## config.mk

```make
export PLATFORM = sky130hd
export DESIGN_NAME = ps2_rx_fifo
export DESIGN_NICKNAME = d
export VERILOG_FILES = /design/src/rtl/ps2_rx_fifo.sv
export SDC_FILE = /design/constraint.sdc
export NUM_CORES = 1
export LEC_CHECK = 0
export BUFFER_PORTS_ARGS = -buffer_cell sky130_fd_sc_hd__buf_4
export CAP_MARGIN = 20
export CELL_PAD_IN_SITES_DETAIL_PLACEMENT = 1
export CELL_PAD_IN_SITES_GLOBAL_PLACEMENT = 2
export CORE_ASPECT_RATIO = 0.75
export CORE_MARGIN = 4
export CORE_UTILIZATION = 37
export DETAILED_ROUTE_END_ITERATION = 7
export GPL_ROUTABILITY_DRIVEN = 0
export PLACE_DENSITY = 0.81
export SYNTH_ARGS = -nofsm -noshare
export SYNTH_HDL_FRONTEND = slang
export SYNTH_SLANG_ARGS = --single-unit
```

## constraint.sdc

```tcl
create_clock -name CLK -period 2.5 [get_ports CLK]
set_clock_uncertainty 0.2 [all_clocks]
set_input_delay 0.125 -clock CLK [delete_from_list [all_inputs] [get_ports CLK]]
set_output_delay 0.125 -clock CLK [all_outputs]
set_load 0.1 [all_outputs]
```

## src/rtl/ps2_rx_fifo.sv

```systemverilog
// ps2_rx_fifo: PS/2 device-to-host frame receiver feeding a first-word-fall-through frame FIFO.
// Define PS2_RX_GLITCH_FILTER_EN to add a FILTER_LEN-sample glitch filter on both PS/2 lines.
module ps2_rx_fifo #(
  parameter int TIMEOUT_CYCLES = 50000,
  parameter int FIFO_DEPTH = 4,
  parameter int FILTER_LEN = 4
) (
  input  logic                          CLK,
  input  logic                          RESET,
  input  logic                          CLK_MOUSE_IN,
  input  logic                          DATA_MOUSE_IN,
  input  logic                          READ_ENABLE,
  input  logic                          BYTE_POP,
  output logic [7:0]                    BYTE_READ,
  output logic [1:0]                    BYTE_ERROR_CODE,
  output logic                          BYTE_READY,
  output logic [$clog2(FIFO_DEPTH):0]   FIFO_COUNT,
  output logic                          OVERFLOW,
  output logic                          TIMEOUT
);
  localparam int AW = $clog2(FIFO_DEPTH);
  localparam int TW = $clog2(TIMEOUT_CYCLES);
  typedef enum logic [2:0] {IDLE, DATA, PARITY, STOP, PUSH} state_t;
  state_t state, state_nxt;
  logic [1:0] clk_sync, data_sync;
  logic clk_c, data_c, clk_prev, fall, busy, start, expire;
  logic [2:0] bit_cnt;
  logic [TW-1:0] to_cnt;
  logic [7:0] shift;
  logic par_err, stop_err;
  logic [9:0] mem [FIFO_DEPTH];
  logic [AW-1:0] wr_ptr, rd_ptr;
  logic push_req, full, pop, push;
`ifdef PS2_RX_GLITCH_FILTER_EN
  localparam int FW = $clog2(FILTER_LEN);
  logic [FW-1:0] clk_run, data_run;
  // A line's conditioned value follows the synchroniser only after FILTER_LEN differing samples in a row.
  always_ff @(posedge CLK)
    if (!RESET) begin
      clk_c <= 1'b1;
      data_c <= 1'b1;
      clk_run <= '0;
      data_run <= '0;
    end else begin
      clk_run <= (clk_sync[1] == clk_c || clk_run == FW'(FILTER_LEN - 1)) ? '0 : clk_run + 1'b1;
      data_run <= (data_sync[1] == data_c || data_run == FW'(FILTER_LEN - 1)) ? '0 : data_run + 1'b1;
      if (clk_sync[1] != clk_c && clk_run == FW'(FILTER_LEN - 1)) clk_c <= clk_sync[1];
      if (data_sync[1] != data_c && data_run == FW'(FILTER_LEN - 1)) data_c <= data_sync[1];
    end
`else
  assign clk_c = clk_sync[1];
  assign data_c = data_sync[1];
`endif
  assign fall = clk_prev & ~clk_c;
  assign busy = state == DATA || state == PARITY || state == STOP;
  assign start = state == IDLE && fall && READ_ENABLE && !data_c;
  assign expire = busy && !fall && to_cnt == TW'(TIMEOUT_CYCLES - 1);
  always_comb begin
    state_nxt = state;
    case (state)
      IDLE:    state_nxt = start ? DATA : IDLE;
      DATA:    state_nxt = expire ? IDLE : (fall && bit_cnt == 3'd7) ? PARITY : DATA;
      PARITY:  state_nxt = expire ? IDLE : fall ? STOP : PARITY;
      STOP:    state_nxt = expire ? IDLE : fall ? PUSH : STOP;
      default: state_nxt = IDLE;
    endcase
  end
  always_ff @(posedge CLK)
    if (!RESET) begin
      clk_sync <= 2'b11;
      data_sync <= 2'b11;
      clk_prev <= 1'b1;
      state <= IDLE;
      bit_cnt <= '0;
      to_cnt <= '0;
      shift <= '0;
      par_err <= 1'b0;
      stop_err <= 1'b0;
      TIMEOUT <= 1'b0;
    end else begin
      clk_sync <= {clk_sync[0], CLK_MOUSE_IN};
      data_sync <= {data_sync[0], DATA_MOUSE_IN};
      clk_prev <= clk_c;
      state <= state_nxt;
      TIMEOUT <= expire;
      if (start) begin
        bit_cnt <= '0;
        to_cnt <= '0;
        par_err <= 1'b0;
        stop_err <= 1'b0;
      end
      if (busy) to_cnt <= fall ? '0 : to_cnt + 1'b1;
      if (fall && state == DATA) begin
        shift <= {data_c, shift[7:1]};
        bit_cnt <= bit_cnt + 1'b1;
      end
      if (fall && state == PARITY) par_err <= data_c != ~^shift;
      if (fall && state == STOP) stop_err <= ~data_c;
    end
  // A pop frees the head slot in the same cycle, so a push into a full FIFO still lands.
  assign push_req = state == PUSH;
  assign full = FIFO_COUNT == (AW + 1)'(FIFO_DEPTH);
  assign pop = BYTE_POP && BYTE_READY;
  assign push = push_req && (!full || pop);
  assign BYTE_READY = FIFO_COUNT != '0;
  assign {BYTE_ERROR_CODE, BYTE_READ} = BYTE_READY ? mem[rd_ptr] : 10'd0;
  always_ff @(posedge CLK)
    if (push) mem[wr_ptr] <= {stop_err, par_err, shift};
  always_ff @(posedge CLK)
    if (!RESET) begin
      wr_ptr <= '0;
      rd_ptr <= '0;
      FIFO_COUNT <= '0;
      OVERFLOW <= 1'b0;
    end else begin
      wr_ptr <= wr_ptr + AW'(push);
      rd_ptr <= rd_ptr + AW'(pop);
      FIFO_COUNT <= FIFO_COUNT + (AW + 1)'(push) - (AW + 1)'(pop);
      OVERFLOW <= OVERFLOW | (push_req && full && !pop);
    end
endmodule

```

==> key figures, run 1 <==
Yosys
  • Post-synthesis mux area share: 6.36%
  • Netlist Area Pre-Place: 3700 um2
  • Post-synthesis adder-cell area fraction: 2.91%
  • Largest family of logic cells by synthesized area: simple AND/OR/NAND/NOR gates
  • EDFF count, synth: 40
  • Ys flop type: dfxtp_1
  • Post-synthesis async set-or-reset flop share: 0%
  • Post-synthesis cell count: 303
  • Seq/Total Area, Yosys: 57.4%
  • Synth warnings: 0
  • Simple-gate area share of the yosys netlist: 16.2%
  • XOR/XNOR share of the synthesized area: 2.98%
  • Mean Syn Cell Area: 12.2 um2
  • Synth cell types: 54
  • Seq cells post-synth: 86
  • Post-Syn Nets: 317
  • Post-synthesis compound-gate area fraction: 11.1%

Detailed routing
  • WL final: 8270 um
  • DR vias: 2522
  • # DRC: 0
  • Iteration-0 DRC Markers: 193
  • Post-route ant nets: 0
  • Vias per inst: 5.31
  • Drt first pass iters: 4
  • Routed length per instance: 17.4 um

Power and ir drop
  • Cell Pwr Density: 937 nW/um2
  • VDD IR max: 0.352 mV
  • P_leak: 1.54 nW

CTS
  • CTS Buf Count: 9
  • Skew-Pair Late Insertion Delay: 0.34 ns
  • Root Buffer: clkbuf_16
  • Clock-pin slew on the worst setup and hold paths: 0.06 ns
  • H-Tree Depth: 3
  • Clock Tree Buf Depth: 2
  • Clk sinks: 86
  • CTS tree: yes
  • Postcts setup bufs: 0

Timing
  • Final Hold Viols: 0
  • Hold_ws: 0.129 ns
  • Final WS setup: 0.173 ns
  • Max-slew violations: 0
  • Rel. slew slack: 38.0%
  • Tcrit/Tclk final: 93.1%
  • Worst Tran Pin Value: 0.926 ns
  • FMAX: 430 MHz
  • Fin crit period: 2.33 ns
  • RSZ-0062 raised after global routing: no
  • Final Setup Violations: 0

Worst setup path
  • Setup slack, reg-to-reg: 0.17 ns
  • Worst path required time: 2.53 ns
  • CP arrival: 2.36 ns
  • Worst setup EP type: flop
  • Path depth of the worst reg2reg path: 9
  • Crit path kind: flop to flop
  • Crit path launch type: flop
  • Worst-path fanout max: 4
  • RR Startpoint: FIFO_COUNT[2]
  • Reg2Reg Capture Point: FIFO_COUNT[2]

Run
  • Max-Cap Viols: 0

Floorplan
  • Core Box Area: 9700 um2
  • Initial core utilization: 38.1%
  • Die W: 123 um
  • Row count: 31
  • Die Area: 11700 um2
  • Top Ports: 22
  • Die H: 94.6 um

Min path
  • Hold EP: rd_ptr[0]
  • Min-delay src: BYTE_POP
  • Hold Crit Depth: 4
  • Hold crit path type: primary input to flop

Final layout
  • Final core utilization: 45.5%
  • Nets@finish: 352
  • Ratio of cells with drive above 1 in the final layout: 23.6%
  • Area growth from synthesis to layout: 19.5%
  • Ant diodes: 0
  • Number of fill cells: 1012

Global routing
  • Pin count of the biggest net entering global routing: 17
  • Vias in the first global route: 2532
  • First-pass GRT wire length: 13600 um
  • Initial antenna violation count: 0
  • Remaining global-route overflow: 0
  • Total track usage: 15.6%

Placement
  • PortBufs: 21
  • Detailed placer's ending HPWL: 5570 um
  • Dpl ws: 0.0895 ns

Status
  • Status: completed
-- cell usage after synthesis, drive strengths merged (3+ instances only) --
master | instances | area, um2
a21o | 4 | 30.0
a21oi | 18 | 90.1
a22oi | 3 | 22.5
a311oi | 6 | 52.6
a31oi | 6 | 37.5
and2 | 5 | 31.3
buf | 7 | 48.8
clkbuf | 9 | 33.8
dfxtp | 46 | 921
edfxtp | 40 | 1200
ha | 7 | 87.6
inv | 8 | 30.0
mux4 | 10 | 225
nand2 | 23 | 86.3
nand2b | 7 | 43.8
nand3 | 4 | 20.0
nand3b | 4 | 30.0
nand4 | 3 | 18.8
nor2 | 16 | 67.6
nor2b | 13 | 81.3
nor3 | 8 | 50.1
nor4 | 3 | 18.8
nor4b | 5 | 43.8
o21ai | 5 | 25.0
xnor2 | 8 | 70.1
-- cell usage in the layout (no fill, tap or decap), types with 4 or more instances in the layout --
cell type / n
dlygate4sd3_1: 6
dfxtp_1: 43
and2_1: 5
o21ai_0: 5
clkbuf_16: 9
nor3_1: 5
buf_4: 34
nand3_1: 4
a311oi_1: 6
a31oi_1: 6
nor2_1: 15
nand2b_1: 7
ha_1: 7
a21oi_1: 18
nor2b_2: 10
a21o_1: 4
nor4b_1: 4
nand3b_1: 4
edfxtp_1: 40
inv_1: 8
nand2_1: 23
mux4_2: 10
xnor2_1: 8
-- report_power, final --
part / switching, W / total [W] / internal (W)
Sequential: 0.0000439 / 0.00155 / 0.00150
Clock: 0.000556 / 0.00123 / 0.000678
Combinational: 0.000985 / 0.00135 / 0.000370
-- cells by family after synthesis --
group | count (synthesis)
AND/OR/NAND/NOR | 104
AO/OA/AOI/OAI | 59
adder cells (fa/ha/maj) | 8
flip-flops | 86
buffers and inverters | 24
XOR/XNOR | 11
multiplexers | 11
-- routing by layer --
layer,track usage [%],wire length (um),up-vias
li1,-,-,1208
met1,22.0,4070,1263
met2,23.3,3740,44
met3,4.67,379,7
met4,4.15,85,0
met5,0,0,-
-- sequential cells by signal, summed over array words and instances, names as in the netlist --
| register | flops |
|---|---|
| mem | 40 |
| to_cnt | 16 |
| shift | 8 |
| FIFO_COUNT | 3 |
| bit_cnt | 3 |
| state | 3 |
| clk_sync | 2 |
| data_sync | 2 |
| rd_ptr | 2 |
| wr_ptr | 2 |
| OVERFLOW | 1 |
| TIMEOUT | 1 |
| clk_prev | 1 |
| par_err | 1 |
| stop_err | 1 |
-- through the flow --
| step | instances | power (W) | instance area (um2) | TNS [ns] |
|---|---|---|---|---|
| 2_1_floorplan | 303 | 0.00268 | 3750 | -0.0552 |
| 3_3_place_gp | 453 | 0.00291 | 4080 | 0 |
| 3_5_place_dp | 453 | 0.00293 | 4080 | 0 |
| 4_1_cts | 475 | 0.00418 | 4410 | 0 |
| 5_1_grt | 475 | 0.00432 | 4420 | 0 |
| 6_report | 475 | 0.00414 | 4420 | 0 |
-- worst max-delay path by stage --
stage,slack [ns],startpoint,depth (start not counted),endpoint
finish,0.17,FIFO_COUNT[2],9,FIFO_COUNT[2]
global route,0.002,FIFO_COUNT[0],9,FIFO_COUNT[2]
CTS,0.09,FIFO_COUNT[0],9,FIFO_COUNT[2]
detailed placement,0.09,FIFO_COUNT[0],9,FIFO_COUNT[2]
global placement,0.15,FIFO_COUNT[0],9,FIFO_COUNT[2]
floorplan,-0.06,FIFO_COUNT[2],10,FIFO_COUNT[2]
-- worst max-delay path, stage by stage, from the launching register on --
cell	delay (ns)
dfxtp_4	0.36
nor4b_2	0.17
nand3b_1	0.20
ha_1	0.31
inv_1	0.04
ha_1	0.19
fa_1	0.39
xnor2_1	0.18
xnor2_1	0.14
nor2_1	0.05
-- what timing repair did --
item / CTS / global route
gates resized for setup: 0 / 1
hold buffers: 6 / 0
setup endpoints to repair: 0 / 1
endpoints found under the hold margin: 11 / 0
-- layout make-up --
type	count	area, um2	area share (%)
Clock buffer	10	229	5.19
Tap cell	132	165	3.74
Multi-Input combinational cell	193	1500	33.9
Inverter	8	30.0	0.680
Sequential cell	86	2130	48.3
Timing Repair Buffer	40	315	7.14
Clock inverter	6	45.0	1.02
Note: power is estimated with default switching activity, not from simulation.
==> run 2: changes to the inputs <==
- REMOVE_ABC_BUFFERS: default -> 1
==> run 2 against run 1 <==
- global-route usage is 0.32 points higher
- largest cell class unchanged
- die area stayed put
- combinational power hardly changed
- first-iteration DRC count is 50% lower
- via count stayed put
- critical endpoint unchanged
- count of clock-buffer cells in the layout is 1 lower
- critical path depth stayed put
- setup slack better by 0.00069 ns
- hold slack better by 0.042 ns
- register-to-register slack hardly changed
==> key figures, run 2 (synthesized netlist as in run 1, its figures left out) <==
Status
  • Status: completed (unchanged)

Timing
  • Worst Tran Pin Value: 0.937 ns (was 0.926 ns)
  • Rel. slew slack: 37.3% (was 38.0%)
  • Tcrit/Tclk final: 93.1% (about the same)
  • FMAX: 430 MHz (about the same)
  • Final Setup Violations: 0 (unchanged)
  • RSZ-0062 raised after global routing: no (unchanged)
  • Max-slew violations: 0 (unchanged)
  • Fin crit period: 2.33 ns (about the same)
  • Final Hold Viols: 0 (unchanged)

Power and ir drop
  • P_leak: 1.54 nW (about the same)
  • Internal power: 0.00255 W (about the same)
  • Cell Pwr Density: 945 nW/um2 (was 937 nW/um2)
  • Total power: 0.00414 W (about the same)
  • Logic pwr share: 31.8% (was 32.8%)
  • Sw Ratio: 38.5% (was 38.3%)
  • VDD IR max: 0.431 mV (was 0.352 mV)
  • Clk pwr share: 31.0% (was 29.8%)
  • Reg power frac: 37.1% (was 37.4%)
  • P_sw: 0.00159 W (was 0.00158 W)

Floorplan
  • Die Area: 11700 um2 (unchanged)
  • Initial core utilization: 38.1% (unchanged)
  • Die H: 94.6 um (unchanged)
  • Die W: 123 um (unchanged)
  • Core Box Area: 9700 um2 (unchanged)
  • Row count: 31 (unchanged)
  • Top Ports: 22 (unchanged)

Run
  • Max-Cap Viols: 0 (unchanged)

Worst setup path
  • Worst-path fanout max: 4 (unchanged)
  • Crit path kind: flop to flop (unchanged)
  • Worst setup EP type: flop (unchanged)
  • Crit path launch type: flop (unchanged)
  • CP arrival: 2.33 ns (was 2.36 ns)
  • Worst path required time: 2.51 ns (was 2.53 ns)
  • Path depth of the worst reg2reg path: 9 (unchanged)

Final layout
  • Register Area: 2120 um2 (was 2130 um2)
  • Area growth from synthesis to layout: 18.6% (was 19.5%)
  • Most common cell after layout, fill and taps aside: dfxtp_1 (unchanged)
  • Number of fill cells: 1016 (was 1012)
  • Commonest non-fill, non-tap cells in the layout: 45 x dfxtp_1, 40 x edfxtp_1, 32 x buf_4 (was 43 x dfxtp_1, 40 x edfxtp_1, 34 x buf_4)
  • Nets@finish: 350 (was 352)
  • Ant diodes: 0 (unchanged)
  • Ratio of cells with drive above 1 in the final layout: 19.9% (was 23.6%)
  • Fin cells: 473 (was 475)
  • Largest regs: mem x40, to_cnt x16, shift x8 (unchanged)
  • Register bank with the most flops: mem (unchanged)
  • Max reg flops: 40 (unchanged)
  • Multi-input gate area: 1480 um2 (was 1500 um2)
  • Final core utilization: 45.2% (was 45.5%)

CTS
  • Postcts setup bufs: 0 (unchanged)
  • Clock-pin slew on the worst setup and hold paths: 0.07 ns (was 0.06 ns)
  • Skew-Pair Late Insertion Delay: 0.33 ns (was 0.34 ns)
  • Root Buffer: clkbuf_16 (unchanged)
  • Clk sinks: 86 (unchanged)
  • CTS tree: yes (unchanged)
  • Clock Tree Buf Depth: 2 (unchanged)
  • H-Tree Depth: 3 (unchanged)
  • CTS Buf Count: 9 (unchanged)

Detailed routing
  • Drt first pass iters: 4 (unchanged)
  • Iteration-0 DRC Markers: 96 (was 193)
  • Vias per inst: 5.33 (was 5.31)
  • Routed length per instance: 17.6 um (was 17.4 um)
  • WL final: 8320 um (was 8270 um)
  • # DRC: 0 (unchanged)
  • DR vias: 2522 (unchanged)
  • Post-route ant nets: 0 (unchanged)

Min path
  • Hold crit path type: primary input to flop (unchanged)
  • Hold Crit Depth: 5 (was 4)

Placement
  • Placed Cells: 451 (was 453)
  • PortBufs: 21 (unchanged)
  • Detailed placer's ending HPWL: 5820 um (was 5570 um)

Global routing
  • Pin count of the biggest net entering global routing: 22 (was 17)
  • First-pass GRT wire length: 14000 um (was 13600 um)
  • Total track usage: 15.9% (was 15.6%)
  • Remaining global-route overflow: 0 (unchanged)
  • Initial antenna violation count: 0 (unchanged)
  • Vias in the first global route: 2688 (was 2532)
==> run 2: what timing repair did <==
action                                  in CTS  in global routing
hold buffers                                 6                  0
endpoints found under the setup margin       0                  1
endpoints found under the hold margin       12                  0
resized for setup                            0                  3
==> run 2: worst max-delay path, cell delays in order, from the launching register on <==
cell and delay, ns:
dfxtp_1 0.35, nor3_1 0.27, nor2b_1 0.11, ha_1 0.29, inv_1 0.04, ha_1 0.18, fa_1 0.41, xnor2_2 0.16
xnor2_1 0.13, nor2_1 0.05
==> run 2: through the flow <==
stage	setup WS, ns	hold WS (ns)	area (um2)	TNS [ns]
6_report	0.173	0.172	4380	0
5_1_grt	0.0171	0.204	4380	0
2_1_floorplan	-0.725	-0.00196	3610	-10.49
4_1_cts	0.143	0.159	4370	0
3_3_place_gp	0.146	0.114	4020	0
3_5_place_dp	0.0983	0.116	4020	0
==> run 2: power by group through the flow <==
stage,registers (W),clock network [W],logic [W]
floorplan,0.00172,0,0.000868
global placement,0.00156,0,0.00129
detailed placement,0.00157,0,0.00131
CTS,0.00154,0.00133,0.00132
global route,0.00155,0.00137,0.00139
finish,0.00154,0.00129,0.00132
==> run 2: metal layers <==
metal | up-vias | share of wire [%] | GRT usage (%) | wire length [um]
met5 | - | 0 | 0 | 0
met4 | 0 | 0.47 | 4.24 | 39
met3 | 4 | 3.2 | 3.59 | 263
met2 | 35 | 46 | 25.5 | 3840
met1 | 1272 | 50 | 21.8 | 4170
li1 | 1211 | - | - | -
==> run 2: final timing paths <==
| check | startpoint | to | slack (ns) |
|---|---|---|---|
| hold / removal | READ_ENABLE | stop_err | 0.17 |
| setup / recovery | FIFO_COUNT[2] | FIFO_COUNT[2] | 0.17 |
| setup reg to reg | FIFO_COUNT[2] | FIFO_COUNT[2] | 0.17 |
| hold reg to reg | clk_sync[0] | clk_sync[1] | 0.22 |
==> run 2: final cells by class <==
type	count	area share [%]
flip-flops and latches	86	48.4
multi-input cells	193	33.6
inverters	8	0.685
clock inverters	7	1.48
well taps	132	3.77
clock buffers	9	5.14
repair buffers	38	6.85
